**src/rtl/fp8_e4m3_divider.sv**
```systemverilog
// fp8_e4m3_divider
//   Iterative FP8 E4M3 divider, quotient = a / b. A restoring mantissa
//   divider produces one quotient bit per cycle over five cycles. Results
//   saturate to {sign, SAT_MAG} on overflow or divide-by-zero, flush to
//   8'h00 on underflow, and are truncated (no rounding). Denormal operands
//   (exponent field 0) are treated as zero.
//
// Ports
//   clk        rising-edge clock
//   rst        synchronous active-high reset; aborts any in-flight op
//   in_valid   operand pair valid
//   in_ready   high while idle; operands captured on in_valid & in_ready
//   a          dividend, E4M3 {sign, exp[3:0], frac[2:0]}, bias 7
//   b          divisor, E4M3
//   out_valid  quotient valid (held until out_ready)
//   out_ready  consumer accepts quotient
//   quotient   E4M3 result, stable while out_valid is high

module fp8_e4m3_divider #(
  parameter logic [6:0] SAT_MAG = 7'h7F
) (
  input  logic       clk,
  input  logic       rst,
  input  logic       in_valid,
  output logic       in_ready,
  input  logic [7:0] a,
  input  logic [7:0] b,
  output logic       out_valid,
  input  logic       out_ready,
  output logic [7:0] quotient
);

  typedef enum logic [1:0] {IDLE, SPECIAL, DIV, DONE} state_t;

  state_t            state;
  logic              sign;
  logic [4:0]        rem;
  logic [3:0]        mb;
  logic [4:0]        q;
  logic signed [5:0] exp_q;
  logic [2:0]        iter;
  logic [7:0]        special_result;

  logic              a_zero;
  logic              b_zero;
  logic signed [5:0] exp_in;

  logic              step_bit;
  logic [4:0]        rem_sub;
  logic [4:0]        rem_next;
  logic [4:0]        q_next;
  logic signed [5:0] exp_out;
  logic [2:0]        frac_out;
  logic [7:0]        final_result;

  assign in_ready = (state == IDLE);

  // Operand decode at the input port. The biased exponent difference is
  // formed in signed 6-bit arithmetic so the full -7..21 range is kept
  // without wrapping.
  always_comb begin
    a_zero = (a[6:3] == 4'd0);
    b_zero = (b[6:3] == 4'd0);
    exp_in = $signed({2'b00, a[6:3]}) - $signed({2'b00, b[6:3]}) + 6'sd7;
  end

  // One restoring-division step, plus the normalisation and range handling
  // applied to the step's result. The latter only matters on the fifth step,
  // where q_next holds floor(ma*16/mb) in 8..31: if its MSB is clear the
  // quotient was below 1.0 and the exponent drops by one.
  always_comb begin
    step_bit = (rem >= {1'b0, mb});
    rem_sub  = step_bit ? (rem - {1'b0, mb}) : rem;
    rem_next = rem_sub << 1;
    q_next   = {q[3:0], step_bit};
    if (q_next[4]) begin
      frac_out = q_next[3:1];
      exp_out  = exp_q;
    end else begin
      frac_out = q_next[2:0];
      exp_out  = exp_q - 6'sd1;
    end
    if (exp_out >= 6'sd15) begin
      final_result = {sign, SAT_MAG};
    end else if (exp_out <= 6'sd0) begin
      final_result = 8'h00;
    end else begin
      final_result = {sign, exp_out[3:0], frac_out};
    end
  end

  // Control FSM and datapath registers. Operands are latched only on the
  // accept edge, so input activity during SPECIAL/DIV/DONE has no effect.
  // The zero-operand result is resolved at accept time and simply published
  // one cycle later from SPECIAL.
  always_ff @(posedge clk) begin
    if (rst) begin
      state          <= IDLE;
      out_valid      <= 1'b0;
      quotient       <= 8'h00;
      sign           <= 1'b0;
      rem            <= 5'd0;
      mb             <= 4'd0;
      q              <= 5'd0;
      exp_q          <= 6'sd0;
      iter           <= 3'd0;
      special_result <= 8'h00;
    end else begin
      case (state)
        IDLE: begin
          if (in_valid && in_ready) begin
            sign           <= a[7] ^ b[7];
            rem            <= {2'b01, a[2:0]};
            mb             <= {1'b1, b[2:0]};
            q              <= 5'd0;
            exp_q          <= exp_in;
            iter           <= 3'd0;
            special_result <= b_zero ? {a[7] ^ b[7], SAT_MAG} : 8'h00;
            state          <= (a_zero || b_zero) ? SPECIAL : DIV;
          end
        end
        SPECIAL: begin
          quotient  <= special_result;
          out_valid <= 1'b1;
          state     <= DONE;
        end
        DIV: begin
          rem  <= rem_next;
          q    <= q_next;
          iter <= iter + 3'd1;
          if (iter == 3'd4) begin
            quotient  <= final_result;
            out_valid <= 1'b1;
            state     <= DONE;
          end
        end
        DONE: begin
          if (out_ready) begin
            out_valid <= 1'b0;
            state     <= IDLE;
          end
        end
        default: state <= IDLE;
      endcase
    end
  end

endmodule

```
**config.mk**
```make
export PLATFORM = sky130hd
export DESIGN_NAME = fp8_e4m3_divider
export DESIGN_NICKNAME = d
export VERILOG_FILES = /design/src/rtl/fp8_e4m3_divider.sv
export SDC_FILE = /design/constraint.sdc
export NUM_CORES = 1
export LEC_CHECK = 0
export CAP_MARGIN = 0
export CORE_UTILIZATION = 49
export DETAILED_ROUTE_END_ITERATION = 8
export PLACE_DENSITY = 0.79
export SYNTH_ARGS = -nofsm -noshare
export SYNTH_HDL_FRONTEND = slang
export SYNTH_SLANG_ARGS = --single-unit
```
**constraint.sdc**
```tcl
create_clock -name clk -period 2.08 [get_ports clk]
set_clock_uncertainty 0.05 [all_clocks]
set_input_delay 0.312 -clock clk [delete_from_list [all_inputs] [get_ports clk]]
set_output_delay 0.312 -clock clk [all_outputs]
set_load 0.05 [all_outputs]
```
==> results.json, run 1 <==
{
  "fin_tns_setup_ns": 0,
  "synth_ff_type": "dfxtp_1",
  "relSlewSlack_pct": 66.3,
  "worst_pin_slew_ns": 0.504,
  "grt-ovfl-total": 0,
  "dp_hpwl_um": 3590,
  "synth_top_area_cell": "dfxtp_1",
  "total_power_mw": 3.63,
  "async_reset_ff_share_pct": 0,
  "clk_pin_slew_ns": 0.07,
  "post-synth-top-area-fraction_pct": 33.3,
  "rsz0062_at_grt": "true",
  "die_y_um": 68.4,
  "syn_avg_cell_area_sq_um": 8.45,
  "end_kind": "flip-flop",
  "p_per_area_nw_per_um2": 1320,
  "grt.total_usage_pct": 22.2,
  "outcome": "completed",
  "setup-violations-final": 0,
  "diodes": 0,
  "dr_total_vias": 1971,
  "grt_pass1_vias": 1866,
  "final_nets": 342,
  "dp.cells": 346,
  "syn_area_sq_um": 2160,
  "worst_ep_required_time_ns": 2.23,
  "synth.area.top_cells": "dfxtp_1 (33%), ha_1 (9.3%), nor2_1 (4.3%), a21oi_1 (3.7%), inv_1 (3.6%)",
  "drtAntennaViolNets": 0,
  "rows": 23,
  "grt_pass1_wl_um": 7840,
  "clock-sinks": 36,
  "io_pins": 30,
  "clkLatencyLatePin_ns": 0.28,
  "post-route-min-period_ns": 2.06,
  "ys_ff_latch": 36,
  "slew_viol_final": 0,
  "max_cap_violations": 0,
  "period_share_pct": 99.1,
  "start_util_pct": 52.6,
  "hp-class": "reg2reg",
  "total_leakage_power_nw": 1.10,
  "worstPathMaxFanout": 2,
  "cts_buffer_depth": 2,
  "via_per_inst": 5.57,
  "fill_cells": 375,
  "postLayoutCoreUtil_pct": 67.0,
  "wl_per_cell_um": 13.2,
  "crit_type": "in2reg",
  "synthCells": 256,
  "port_buffers": 29,
  "numCtsBuffers": 5,
  "dieArea_sq_um": 4680,
  "grt_antenna_before_repair": 0,
  "cts-root-buf": "clkbuf_8",
  "ys_seq_area_share_pct": 33.3,
  "ir_drop_mv": 0.917,
  "cts_tree": "yes",
  "drtIter0Drc": 78,
  "cp.arrival_ns": 2.21,
  "grt_start_max_net_pins": 15,
  "syn-num-nets": 294,
  "drive_gt1_share_pct": 15.8,
  "area.growth.synth_to_final_pct": 27.4,
  "fmax_mhz": 485,
  "design.core.area_sq_um": 4120,
  "drc": 0,
  "synth-edff-count": 0,
  "dr.pass1.iters": 4,
  "final_cell_count_no_fill": 354,
  "cts_max_level": 2,
  "hold_viol_final": 0,
  "drt-total-wl_um": 4670,
  "gp_congestion": 0.828,
  "critPathLaunchType": "primary input",
  "yosys_warnings": 0,
  "cts_hold_buffers": 0,
  "fp.dieW_um": 68.4,
  "synth_cell_types": 45
}
power by group:
group / leakage (nW) / switching, mW / total, mW / internal (mW)
registers: 0.295 / 0.123 / 0.995 / 0.872
clock network: 0.0410 / 0.238 / 0.465 / 0.228
logic: 0.767 / 1.27 / 2.17 / 0.895
cells by family after synthesis:
| family | Yosys count | synth area share [%] |
|---|---|---|
| AND/OR/NAND/NOR | 82 | 19.4 |
| AO/OA/AOI/OAI | 69 | 22.8 |
| flip-flops | 36 | 33.3 |
| buffers and inverters | 35 | 6.54 |
| adder cells (fa/ha/maj) | 18 | 11.1 |
| XOR/XNOR | 10 | 4.05 |
| multiplexers | 6 | 2.78 |
worst paths after layout:
check | startpoint | endpoint | slack [ns] | depth (start not counted)
setup / recovery | a[3] | exp_q[4] | 0.02 | 11
hold / removal | mb[2] | mb[2] | 0.41 | 2
setup reg to reg | exp_q[0] | quotient[4] | 0.09 | 5
hold reg to reg | mb[2] | mb[2] | 0.41 | 2
state kept, by name, summed over array words and instances, names as in the netlist:
| signal | flops |
|---|---|
| exp_q | 6 |
| iter | 3 |
| mb | 4 |
| out_valid | 1 |
| q | 4 |
| quotient | 8 |
| rem | 5 |
| sign | 1 |
| special_result | 2 |
| state | 2 |
metrics by stage:
stage                     cell area (sq um)  hold slack [ns]  setup slack (ns)
after floorplan                        2160            0.385           0.00158
after global placement                 2640            0.397            -0.510
after detailed placement               2640            0.397            -0.560
after CTS                              2720            0.407            0.0158
after global routing                   2760            0.449            -0.103
final                                  2760            0.407            0.0178
cell usage in the layout (no fill, tap or decap), types with 3 or more instances in the layout:
cell / count
ha_1: 14
inv_1: 19
clkbuf_8: 5
nor2_1: 25
mux2i_1: 6
o21ai_0: 7
nand3b_1: 3
buf_4: 27
dlygate4sd2_1: 4
dfxtp_1: 35
xor2_1: 3
a21oi_1: 16
clkdlybuf4s50_1: 24
xnor2_1: 6
nand2b_1: 5
nor2b_1: 6
o21a_1: 3
a22oi_1: 9
and2_1: 3
a211oi_1: 9
a31oi_1: 3
nand3_1: 3
nor3_1: 5
nor4_1: 3
nand2_1: 18
o211ai_1: 3
cells in the mapped netlist (6+ instances only):
master / instances
a22oi_1: 9
xnor2_1: 7
mux2i_1: 6
inv_1: 21
clkbuf_1: 9
dfxtp_1: 36
ha_1: 16
a21oi_1: 16
a211oi_1: 9
nor2b_1: 6
o21ai_0: 9
nor2_1: 25
nand2_1: 18
worst max-delay path, cell delays in order:
cell and delay, ns:
dlygate4sd2_1 0.24, inv_1 0.06, ha_2 0.17, inv_1 0.05
fa_1 0.49, inv_2 0.05, ha_4 0.15, a221oi_2 0.20
nand3_1 0.11, xor2_1 0.15, a211oi_1 0.23
routing by layer:
metal	global-route usage, %	share of wire [%]
met5	0	0
met1	25.9	46
met4	8.07	1.1
met3	3.50	3.3
met2	40.2	50
area by class of cell:
| cell class | instances | area [sq um] | share of cell area, % |
|---|---|---|---|
| Sequential cell | 36 | 722 | 26.2 |
| Multi-Input combinational cell | 185 | 1340 | 48.5 |
| Timing Repair Buffer | 55 | 478 | 17.3 |
| Tap cell | 50 | 62.6 | 2.27 |
| Clock inverter | 1 | 5.00 | 0.182 |
| Clock buffer | 6 | 72.6 | 2.63 |
| Inverter | 21 | 78.8 | 2.86 |
repair_timing:
action,CTS,global route
resized for setup,8,7
pin swaps,3,5
setup endpoints to repair,3,10
setup buffers,0,1
Power figures use the tool's default switching activity.
==> run 2, diff against run 1 <==
CAP_MARGIN = unset   (was 0)
TNS_END_PERCENT = 20   (was unset)
==> results.json, run 2 (synthesized netlist as in run 1, its figures left out) <==
{
  "design.core.area_sq_um": 4120,
  "cts-root-buf": "clkbuf_8",
  "slew_viol_final": 0,
  "dp_hpwl_um": 3590,
  "max_stage_delay_ns": 0.49,
  "drtAntennaViolNets": 0,
  "critPathLaunchType": "primary input",
  "worstPathMaxFanout": 2,
  "clkLatencyLatePin_ns": 0.28,
  "final_cell_count_no_fill": 353,
  "rows": 23,
  "final_common_cell": "dfxtp_1",
  "end_kind": "flip-flop",
  "grt_pass1_vias": 1866,
  "dieArea_sq_um": 4680,
  "final_nets": 341,
  "rsz0062_at_grt": "true",
  "fill_cells": 379,
  "diodes": 0,
  "crit_chain": "dlygate4sd2_1, inv_1, ha_2, inv_1, fa_1, inv_2, ha_4, a221oi_2, nand3_1, xor2_1, a211oi_1",
  "cp.arrival_ns": 2.21,
  "port_buffers": 29,
  "clock-sinks": 36,
  "layout_common_cells": "dfxtp_1 (36), buf_4 (26), nor2_1 (25)",
  "outcome": "completed",
  "dr_total_vias": 1980,
  "dr.pass1.iters": 4,
  "grt-ovfl-total": 0,
  "path_delay_family": "adder cells",
  "busiest_layer": "met2",
  "dp.cells": 346,
  "fmax_mhz": 485,
  "io_pins": 30,
  "multiInputGateArea_sq_um": 1330,
  "fp.dieW_um": 68.4,
  "p_switching_mw": 1.62,
  "drc": 0,
  "drive_gt1_share_pct": 15.2,
  "regArea_sq_um": 721,
  "wl_per_cell_um": 13.1,
  "cts_tree": "yes",
  "max_cap_violations": 0,
  "numCtsBuffers": 5,
  "combPwrFrac_pct": 59.5,
  "total_leakage_power_nw": 1.10,
  "hold_viol_final": 0,
  "via_per_inst": 5.61,
  "power_frac_seq_pct": 27.6,
  "cpMaxStageDelayCell": "fa_1",
  "hp-class": "reg2reg",
  "intPower_mw": 1.97,
  "grtUsageMet1_pct": 25.9,
  "crit_top_cell": "inv_1",
  "grt_start_max_net_pins": 15,
  "p_clk_share_pct": 12.9,
  "grt.total_usage_pct": 22.2,
  "cts_buffer_depth": 2,
  "hold_ws_ns": 0.407,
  "grt_use_met3_pct": 3.50,
  "crit_buf_inv": 4,
  "area.growth.synth_to_final_pct": 26.8,
  "die_y_um": 68.4,
  "grt_pass1_wl_um": 7840,
  "clk_pin_slew_ns": 0.07,
  "swShare_pct": 45.1,
  "cts_max_level": 2,
  "regMostFlops": "quotient",
  "ir_drop_mv": 0.844,
  "reg2reg_slack_ns": 0.10,
  "start_util_pct": 52.6,
  "grt_antenna_before_repair": 0,
  "period_share_pct": 99.1,
  "drt-total-wl_um": 4610,
  "worst_pin_slew_ns": 0.501,
  "drtIter0Drc": 71,
  "reg.largest.list": "quotient x8, exp_q x6, rem x5",
  "crit_type": "in2reg",
  "largest_reg_flops": 8,
  "worst_ep_required_time_ns": 2.23,
  "gp_congestion": 0.828,
  "relSlewSlack_pct": 66.5,
  "post-route-min-period_ns": 2.06,
  "p_per_area_nw_per_um2": 1310,
  "use_met2_pct": 40.2,
  "setup-violations-final": 0
}
run 2: final cells by class:
class	count	share of cell area, %
Tap cell	50	2.28
Sequential cell	36	26.3
Multi-Input combinational cell	185	48.6
Clock inverter	1	0.182
Timing Repair Buffer	54	17.2
Clock buffer	6	2.65
Inverter	21	2.87
run 2: path summary, 6_finish.rpt:
path | cells past startpoint | end | start
setup / recovery | 11 | exp_q[4] | a[3]
hold / removal | 2 | mb[2] | mb[2]
hold reg to reg | 2 | mb[2] | mb[2]
setup reg to reg | 5 | quotient[4] | exp_q[0]
run 2: metrics by stage:
stage                     power (mW)  TNS [ns]  setup slack (ns)  utilization, %  instance area, sq um
final                           3.60         0            0.0178            66.6                  2740
after global routing            3.86    -0.119            -0.103            66.6                  2740
after CTS                       3.59         0            0.0158            66.2                  2720
after detailed placement        3.11     -1.62            -0.560            64.1                  2640
after global placement          3.06     -1.41            -0.510            64.1                  2640
after floorplan                 2.55         0           0.00158               -                  2160
run 2: power by group through the flow:
stage                     clock [mW]  sequential (mW)  combinational, mW
final                          0.463            0.994               2.14
after global routing           0.497             1.02               2.34
after CTS                      0.471            0.994               2.12
after detailed placement           0             1.01               2.11
after global placement             0             1.00               2.06
after floorplan                    0             1.24               1.31
run 2: layer usage:
| metal | share of wire, % | vias up |
|---|---|---|
| met2 | 50 | 37 |
| met4 | 1.1 | 0 |
| li1 | - | 1007 |
| met3 | 2.6 | 4 |
| met5 | 0 | - |
| met1 | 46 | 932 |
run 2: what timing repair did:
action / CTS / global route
hold buffers: 0 / 0
resized for setup: 8 / 7
cloned: 0 / 0
buffers inserted: 0 / 0
pin swaps: 3 / 5
endpoints found under the setup margin: 3 / 10
run 2: worst min-delay path, delay by kind of cell (launching register included):
| kind | cells | cell delay (ns) |
|---|---|---|
| and+or+nand+nor | 1 | 0.05 |
| DFF | 1 | 0.31 |
| AOI/OAI and AO/OA | 1 | 0.05 |
